==> src/rtl/receiver_buffered.sv <==
// receiver_buffered: 8N1 UART receiver feeding a small FIFO that downstream
// logic drains through a valid/ready handshake.
//
// Handshake: `valid` is high whenever the FIFO holds a byte and `out` then
// shows the oldest byte; the byte is consumed on any rising clk edge where
// valid && ready are both 1. `ready` while valid=0 is ignored.
module receiver_buffered #(
    // Clock cycles per UART bit (>= 4). The default only lets the module
    // elaborate on its own; each link sets its own value.
    parameter int RECEIVER_PERIOD = 16,
    parameter int IN_BUFFER_WIDTH = 4
) (
    input  logic       clk,
    input  logic       reset,
    input  logic       in,
    output logic [7:0] out,
    output logic       valid,
    input  logic       ready,
    output logic       framing_error,
    output logic       overrun,
    output logic [1:0] dbg_state
);

    typedef enum logic [1:0] {
        IDLE  = 2'd0,
        START = 2'd1,
        DATA  = 2'd2,
        STOP  = 2'd3
    } state_t;

    localparam int CW = $clog2(RECEIVER_PERIOD);
    // The counter counts down to zero, so "load N" is stored as N-1; this
    // keeps a power-of-two period inside clog2(RECEIVER_PERIOD) bits.
    localparam logic [CW-1:0] FULL_LOAD = CW'(RECEIVER_PERIOD - 1);
    localparam logic [CW-1:0] HALF_LOAD = CW'(RECEIVER_PERIOD / 2 - 1);
    localparam int DEPTH = 2 ** IN_BUFFER_WIDTH;
    localparam logic [IN_BUFFER_WIDTH-1:0] PTR_ONE = IN_BUFFER_WIDTH'(1);

    state_t                     state;
    logic [CW-1:0]              cnt;
    logic [2:0]                 bit_cnt;
    logic [7:0]                 shreg;
    logic                       rx_meta;
    logic                       rx_s;
    logic                       rx_prev;
    logic [7:0]                 mem [DEPTH];
    logic [IN_BUFFER_WIDTH-1:0] in_ptr;
    logic [IN_BUFFER_WIDTH-1:0] out_ptr;
    logic                       full;
    logic                       push_cand;
    logic                       pop;

    assign dbg_state = state;
    assign full      = (in_ptr + PTR_ONE) == out_ptr;
    assign valid     = in_ptr != out_ptr;
    assign out       = mem[out_ptr];
    assign pop       = valid && ready;
    // A good stop bit sampled this cycle: the shift register holds the byte.
    assign push_cand = (state == STOP) && (cnt == '0) && rx_s;

    // Two-flop synchroniser plus one delayed copy for falling-edge detection.
    always_ff @(posedge clk) begin
        if (reset) begin
            rx_meta <= 1'b1;
            rx_s    <= 1'b1;
            rx_prev <= 1'b1;
        end else begin
            rx_meta <= in;
            rx_s    <= rx_meta;
            rx_prev <= rx_s;
        end
    end

    // Frame FSM: mid-bit sampling timed by the down-counting cycle counter.
    always_ff @(posedge clk) begin
        if (reset) begin
            state         <= IDLE;
            cnt           <= '0;
            bit_cnt       <= '0;
            shreg         <= '0;
            framing_error <= 1'b0;
        end else begin
            case (state)
                IDLE: begin
                    if (rx_prev && !rx_s) begin
                        cnt   <= HALF_LOAD;
                        state <= START;
                    end
                end
                START: begin
                    if (cnt == '0) begin
                        if (!rx_s) begin
                            cnt     <= FULL_LOAD;
                            bit_cnt <= '0;
                            state   <= DATA;
                        end else begin
                            // Line went back high before mid start bit: glitch.
                            state <= IDLE;
                        end
                    end else begin
                        cnt <= cnt - 1'b1;
                    end
                end
                DATA: begin
                    if (cnt == '0) begin
                        shreg   <= {rx_s, shreg[7:1]};
                        cnt     <= FULL_LOAD;
                        bit_cnt <= bit_cnt + 1'b1;
                        if (bit_cnt == 3'd7) begin
                            state <= STOP;
                        end
                    end else begin
                        cnt <= cnt - 1'b1;
                    end
                end
                STOP: begin
                    if (cnt == '0) begin
                        // Leave mid stop bit so a back-to-back start edge is seen.
                        state <= IDLE;
                        if (!rx_s) begin
                            framing_error <= 1'b1;
                        end
                    end else begin
                        cnt <= cnt - 1'b1;
                    end
                end
                default: state <= IDLE;
            endcase
        end
    end

    // FIFO storage write; no reset so it maps onto distributed RAM.
    always_ff @(posedge clk) begin
        if (push_cand && !full) begin
            mem[in_ptr] <= shreg;
        end
    end

    // FIFO pointers and overrun flag; full is judged before any same-cycle pop.
    always_ff @(posedge clk) begin
        if (reset) begin
            in_ptr  <= '0;
            out_ptr <= '0;
            overrun <= 1'b0;
        end else begin
            if (push_cand) begin
                if (!full) begin
                    in_ptr <= in_ptr + PTR_ONE;
                end else begin
                    overrun <= 1'b1;
                end
            end
            if (pop) begin
                out_ptr <= out_ptr + PTR_ONE;
            end
        end
    end

endmodule
==> config.mk <==
export PLATFORM = sky130hd
export DESIGN_NAME = receiver_buffered
export DESIGN_NICKNAME = d
export VERILOG_FILES = /design/src/rtl/receiver_buffered.sv
export SDC_FILE = /design/constraint.sdc
export NUM_CORES = 1
export LEC_CHECK = 0
export ABC_AREA = 1
export CAP_MARGIN = 30
export CORE_MARGIN = 4
export CORE_UTILIZATION = 55
export CTS_CLUSTER_DIAMETER = 200
export DETAILED_ROUTE_END_ITERATION = 12
export GPL_ROUTABILITY_DRIVEN = 0
export PLACE_DENSITY = 0.83
export SLEW_MARGIN = 20
export SYNTH_ARGS = -nofsm -noshare
export SYNTH_HDL_FRONTEND = slang
export SYNTH_SLANG_ARGS = --single-unit
==> constraint.sdc <==
create_clock -name clk -period 2.4 [get_ports clk]
set_clock_uncertainty 0.2 [all_clocks]
set_input_delay 0.24 -clock clk [delete_from_list [all_inputs] [get_ports clk]]
set_output_delay 0.24 -clock clk [all_outputs]
set_load 0.02 [all_outputs]
After elaboration in Yosys (flattened, before gate mapping)
Memories as Yosys holds them, arrays and structs flattened. A register that Yosys moved wholly into a read port is not among the register bits.
Cells that the tools add are included.
- register bits: 30
- output and inout port bits: 13
- logic and storage cells: 70
- RAM bits: 128
- memories: 1
- bits of input ports: 4
- add/subtract/negate cells: 4
- multiplexer cells: 21
- eq/ne operators: 14
- bitwise logic cells: 2
- reductions and logical operators: 17
- memory list (name ; words ; bits a word ; rd ports ; clocked after Yosys merged registers in ; wr ports ; line ; RTL):
    mem ; 16 ; 8 ; 1 ; 1 ; 1 ; 46 ; logic [7:0] mem [DEPTH];
- operators by type and width (operator ; count):
    $mux 4 ; 7
    $pmux 4 s4 ; 1
    $mux 2 ; 6
    $ne 2x2->1 const B ; 6
    $mux 3 ; 3
    $add 4x1->4 const B ; 2
    $pmux 2 s4 ; 1
    $pmux 3 s2 ; 1
    $reduce_and 2->1 ; 3
    $reduce_and 3->1 ; 2
    $logic_and 1x1->1 ; 5
    $reduce_and 5->1 ; 1
    $eq 2x2->1 const B ; 2
    $eq 4x4->1 ; 1
    $logic_not 4->1 ; 1
    $ne 4x4->1 ; 1
    $reduce_and 4->1 ; 1
    $sub 4x1->4 const B ; 1
    $add 3x1->3 const B ; 1
    $eq 3x3->1 const B ; 1
    $ne 3x3->1 const B ; 1
    $eq 2x1->1 const B ; 1
    $logic_not 1->1 ; 2
    $logic_not 2->1 ; 1
    other kinds (4) ; 6

Logic depth before layout (Yosys ltp)
- word-level depth: 6
- mapped depth: 11
- gate-level depth less buffers: 11

Least setup slack after synthesis
No wires, ideal clock.
- kind: register to register
- start point: register in_ptr[1]
- end point: memory mem[3][0] (enable)
- path buffers: 0
- clock period less this slack: 2.302 ns
- arrival time: 1.732 ns
- cell stages (with the launch flop): 11
- setup time: 0.370 ns
- required time: 1.830 ns
- setup slack: 0.098 ns
- cell sequence: dfxtp_1 -> inv_1 -> ha_1 -> xnor2_1 -> nand2_1 -> nor2_4 -> nand2_4 -> nand2_4 -> inv_8 -> nand2_4 -> nor2_1
- longest elaborated chain between the ends: 6
- RTL lines (element ; line ; RTL):
    from (decl) ; 47 ; logic [IN_BUFFER_WIDTH-1:0] in_ptr;
    from (signal assigned) ; 148 ; in_ptr <= in_ptr + PTR_ONE;
    $add 4x1->4 ; 54 ; assign full = (in_ptr + PTR_ONE) == out_ptr;
    $eq 4x4->1 ; 54 ;
    $logic_not 1->1 ; - ;
    $logic_and 1x1->1 ; 134 ; if (push_cand && !full) begin
    $mux 1 ; 134 ;
    $mux 1 (not written as such) ; 135 ; mem[in_ptr] <= shreg;
    to (decl) ; 46 ;
Parallel ways exist; a longest one is shown, timed or not.

==> flow_metrics.tcl <==
set metrics [dict create \
    post-route-util_pct 66.0 \
    finalHoldViolations 0 \
    fp-row-count 40 \
    die_h_um 119 \
    num_antenna_cells 0 \
    yosys.area_share.adder_pct 2.39 \
    dp_hpwl_um 9980 \
    synth-xor-area-share_pct 0.902 \
    die_w_um 119 \
    final_net_count 660 \
    critPathArrivalTime_ns 1.97 \
    route.final.wire_length_um 16100 \
    dr.pass1.iters 5 \
    setup_viol 1 \
    drive_gt1_share_pct 16.0 \
    synth_top_area_share_pct 56.5 \
    drv_slew 0 \
    slew_headroom_pct 53.0 \
    ys_seq_elements 162 \
    post-route-period-util_pct 100 \
    yosys.area.top_type "edfxtp_1" \
    vias 4876 \
    ios 17 \
    violations "setup timing" \
    synthTopCellsByArea "edfxtp_1 57%, dfxtp_1 10%, nor2_1 7.0%" \
    synth_area_um2 6800 \
    reg2reg_slack_ns 0.10 \
    cts_made_buffers 17 \
    worst_slack_ns -0.00850 \
    clkTransAtPathRegs_ns 0.06 \
    power_density_nw_per_um2 1020 \
    worstHoldEndpoint "rx_meta" \
    leakage_uw 0.00296 \
    cts_tree "built" \
    status "complete, but fails checks" \
    core_um2 12100 \
    hp-start "in" \
    fillerInstances 843 \
    grt_overflow 0 \
    drt_iter0_drc 703 \
    wl_per_cell_um 19.5 \
    ys_types 38 \
    synth-simple-area-share_pct 14.6 \
    fin_crit_ns 2.41 \
    rsz0062_at_grt "true" \
    reg2reg_depth 11 \
    grt_pass1_wl_um 25500 \
    synthToLayoutAreaGrowth_pct 17.1 \
    cts_buffer_depth 2 \
    portBuffers 16 \
    cts_root_buffer "clkbuf_16" \
    drc 0 \
    end_kind "primary output" \
    rr_endpoint "mem[6][1]" \
    synth-compound-area-share_pct 11.6 \
    cts_hold_buf 0 \
    seq_area_frac_synth_pct 66.5 \
    ant_nets 0 \
    worstMarginPinSlew_ns 0.703 \
    syn_nets 620 \
    clkSinkCount 162 \
    dieArea_um2 14200 \
    cp-start-kind "flip-flop" \
    fmax_mhz 415 \
    worstHoldPathType "input pin to flip-flop" \
    dp_slack_ns -0.00507 \
    insertion_delay_ns 0.41 \
    path_max_fanout 21 \
    yosys-mux-area-fraction_pct 0 \
    antenna_found_initial 0 \
    worstPathRequired_ns 1.96 \
    h-tree-depth 4 \
    synth_cells 603 \
    grt_pass1_vias 4843 \
    synth_top_family_by_area "simple AND/OR/NAND/NOR gates" \
    initial_core_util_pct 56.4 \
    r2r_start "in_ptr[0]" \
    criticalPathCategory "flip-flop to primary output" \
    maxCapViolations 0 \
    whs_path_depth 2 \
    grt_max_degree 43 \
    grt_usage_pct 23.0 \
    vdd_ir_drop_max_uv 677 \
    routed_via_density 5.92 \
    ys.warnings.count 0 \
    avgSynthCellArea_um2 11.3 \
]
==> critical path, stage by stage, from the launching register on <==
cell and delay [ns]:
dfxtp_4 0.44, buf_12 0.13, clkbuf_16 0.18, o21ai_0 0.13
o221ai_1 0.24, nand3_1 0.19, nand2_1 0.11, buf_4 0.14
==> synth_stat cells, drive strengths merged <==
cell type and number:
o211ai 15, o21ai 81, and3 1, nand3 25, nand3b 1, clkbuf 14
xnor2 3, nor3 2, nand4 2, nand2 56, a21oi 10, ha 13
edfxtp 128, dfxtp 34, inv 36, xor2 4, or2 4, o22ai 6
a211oi 1, o221ai 17, nor2 132, buf 15, o21bai 1, a31oi 2
==> registers in the layout, indices dropped and copies added (netlist names), named ones only <==
register and flops:
in_ptr 4, framing_error 1, shreg 8, mem 128, cnt 4, rx_meta 1, rx_prev 1, bit_cnt 3
dbg_state 1, rx_s 1, overrun 1, out_ptr 4
==> worst max path at each step <==
| stage | to | slack, ns | cells after the start |
|---|---|---|---|
| floorplan | mem[3][0] | 0.1 | 10 |
| global placement | mem[3][2] | 0.11 | 11 |
| detailed placement | mem[5][2] | -0.005 | 11 |
| CTS | out[2] | -0.007 | 9 |
| global route | out[4] | -0.05 | 7 |
| finish | out[3] | -0.008 | 7 |
==> logic make-up after synthesis <==
kind of cell,Yosys count
compound gates,133
xor+xnor,7
fa+ha+maj,13
buf+inv,65
flops,162
simple gates,223
==> metrics by stage <==
step | power (uW) | setup TNS (ns) | area [um^2] | cells | hold slack (ns)
after floorplan | 4700 | 0 | 6800 | 603 | 0.118
after global placement | 5300 | 0 | 7300 | 788 | 0.203
after detailed placement | 5410 | -0.0370 | 7300 | 788 | 0.202
after CTS | 7910 | -0.00727 | 7870 | 820 | 0.204
after global routing | 8450 | -0.141 | 7970 | 824 | 0.213
final | 8090 | -0.00850 | 7970 | 824 | 0.212
==> layer usage <==
metal  global-route usage [%]  up-vias  share of wire, %
li1                         -     2203                 -
met1                     29.2     2343                38
met2                     39.4      292                51
met3                     5.37       38               8.7
met4                     6.95        0               2.1
met5                        0        -                 0
==> area by class of cell <==
type / instances / area [um^2] / share of cell area, %
Clock buffer: 23 / 479 / 6.02
Clock inverter: 9 / 80.1 / 1.01
Inverter: 36 / 150 / 1.89
Multi-Input combinational cell: 376 / 2010 / 25.2
Sequential cell: 162 / 4530 / 56.9
Tap cell: 168 / 210 / 2.64
Timing Repair Buffer: 50 / 508 / 6.38
==> power by group <==
group | leakage (uW) | switching [uW] | internal (uW)
clock | 0.000273 | 1040 | 1510
combinational | 0.00122 | 1330 | 801
sequential | 0.00147 | 209 | 3190
total | 0.00296 | 2580 | 5500
==> what timing repair did <==
| action | CTS | global route |
|---|---|---|
| setup buffers | 0 | 1 |
| setup endpoints to repair | 17 | 74 |
| gates resized for setup | 31 | 22 |
| cloned | 0 | 3 |
| pin swaps | 0 | 5 |
==> cells in the final DEF (no fill, tap or decap), types with 4 or more instances in the layout <==
master           instances
clkbuf_1                 4
a21oi_1                  9
clkdlybuf4s50_1          7
buf_4                   23
nand3_1                 23
clkbuf_16               21
nand2_1                 47
o21ai_1                  9
dfxtp_1                 31
o21ai_0                 72
edfxtp_1               128
inv_2                    4
xor2_1                   4
ha_1                    12
nand2_4                  6
inv_1                   29
clkinv_2                 4
o22ai_1                  6
buf_6                    5
nor2_2                   6
o211ai_1                15
o221ai_1                17
buf_12                   4
nor2_1                 125
Power figures use the tool's default switching activity.
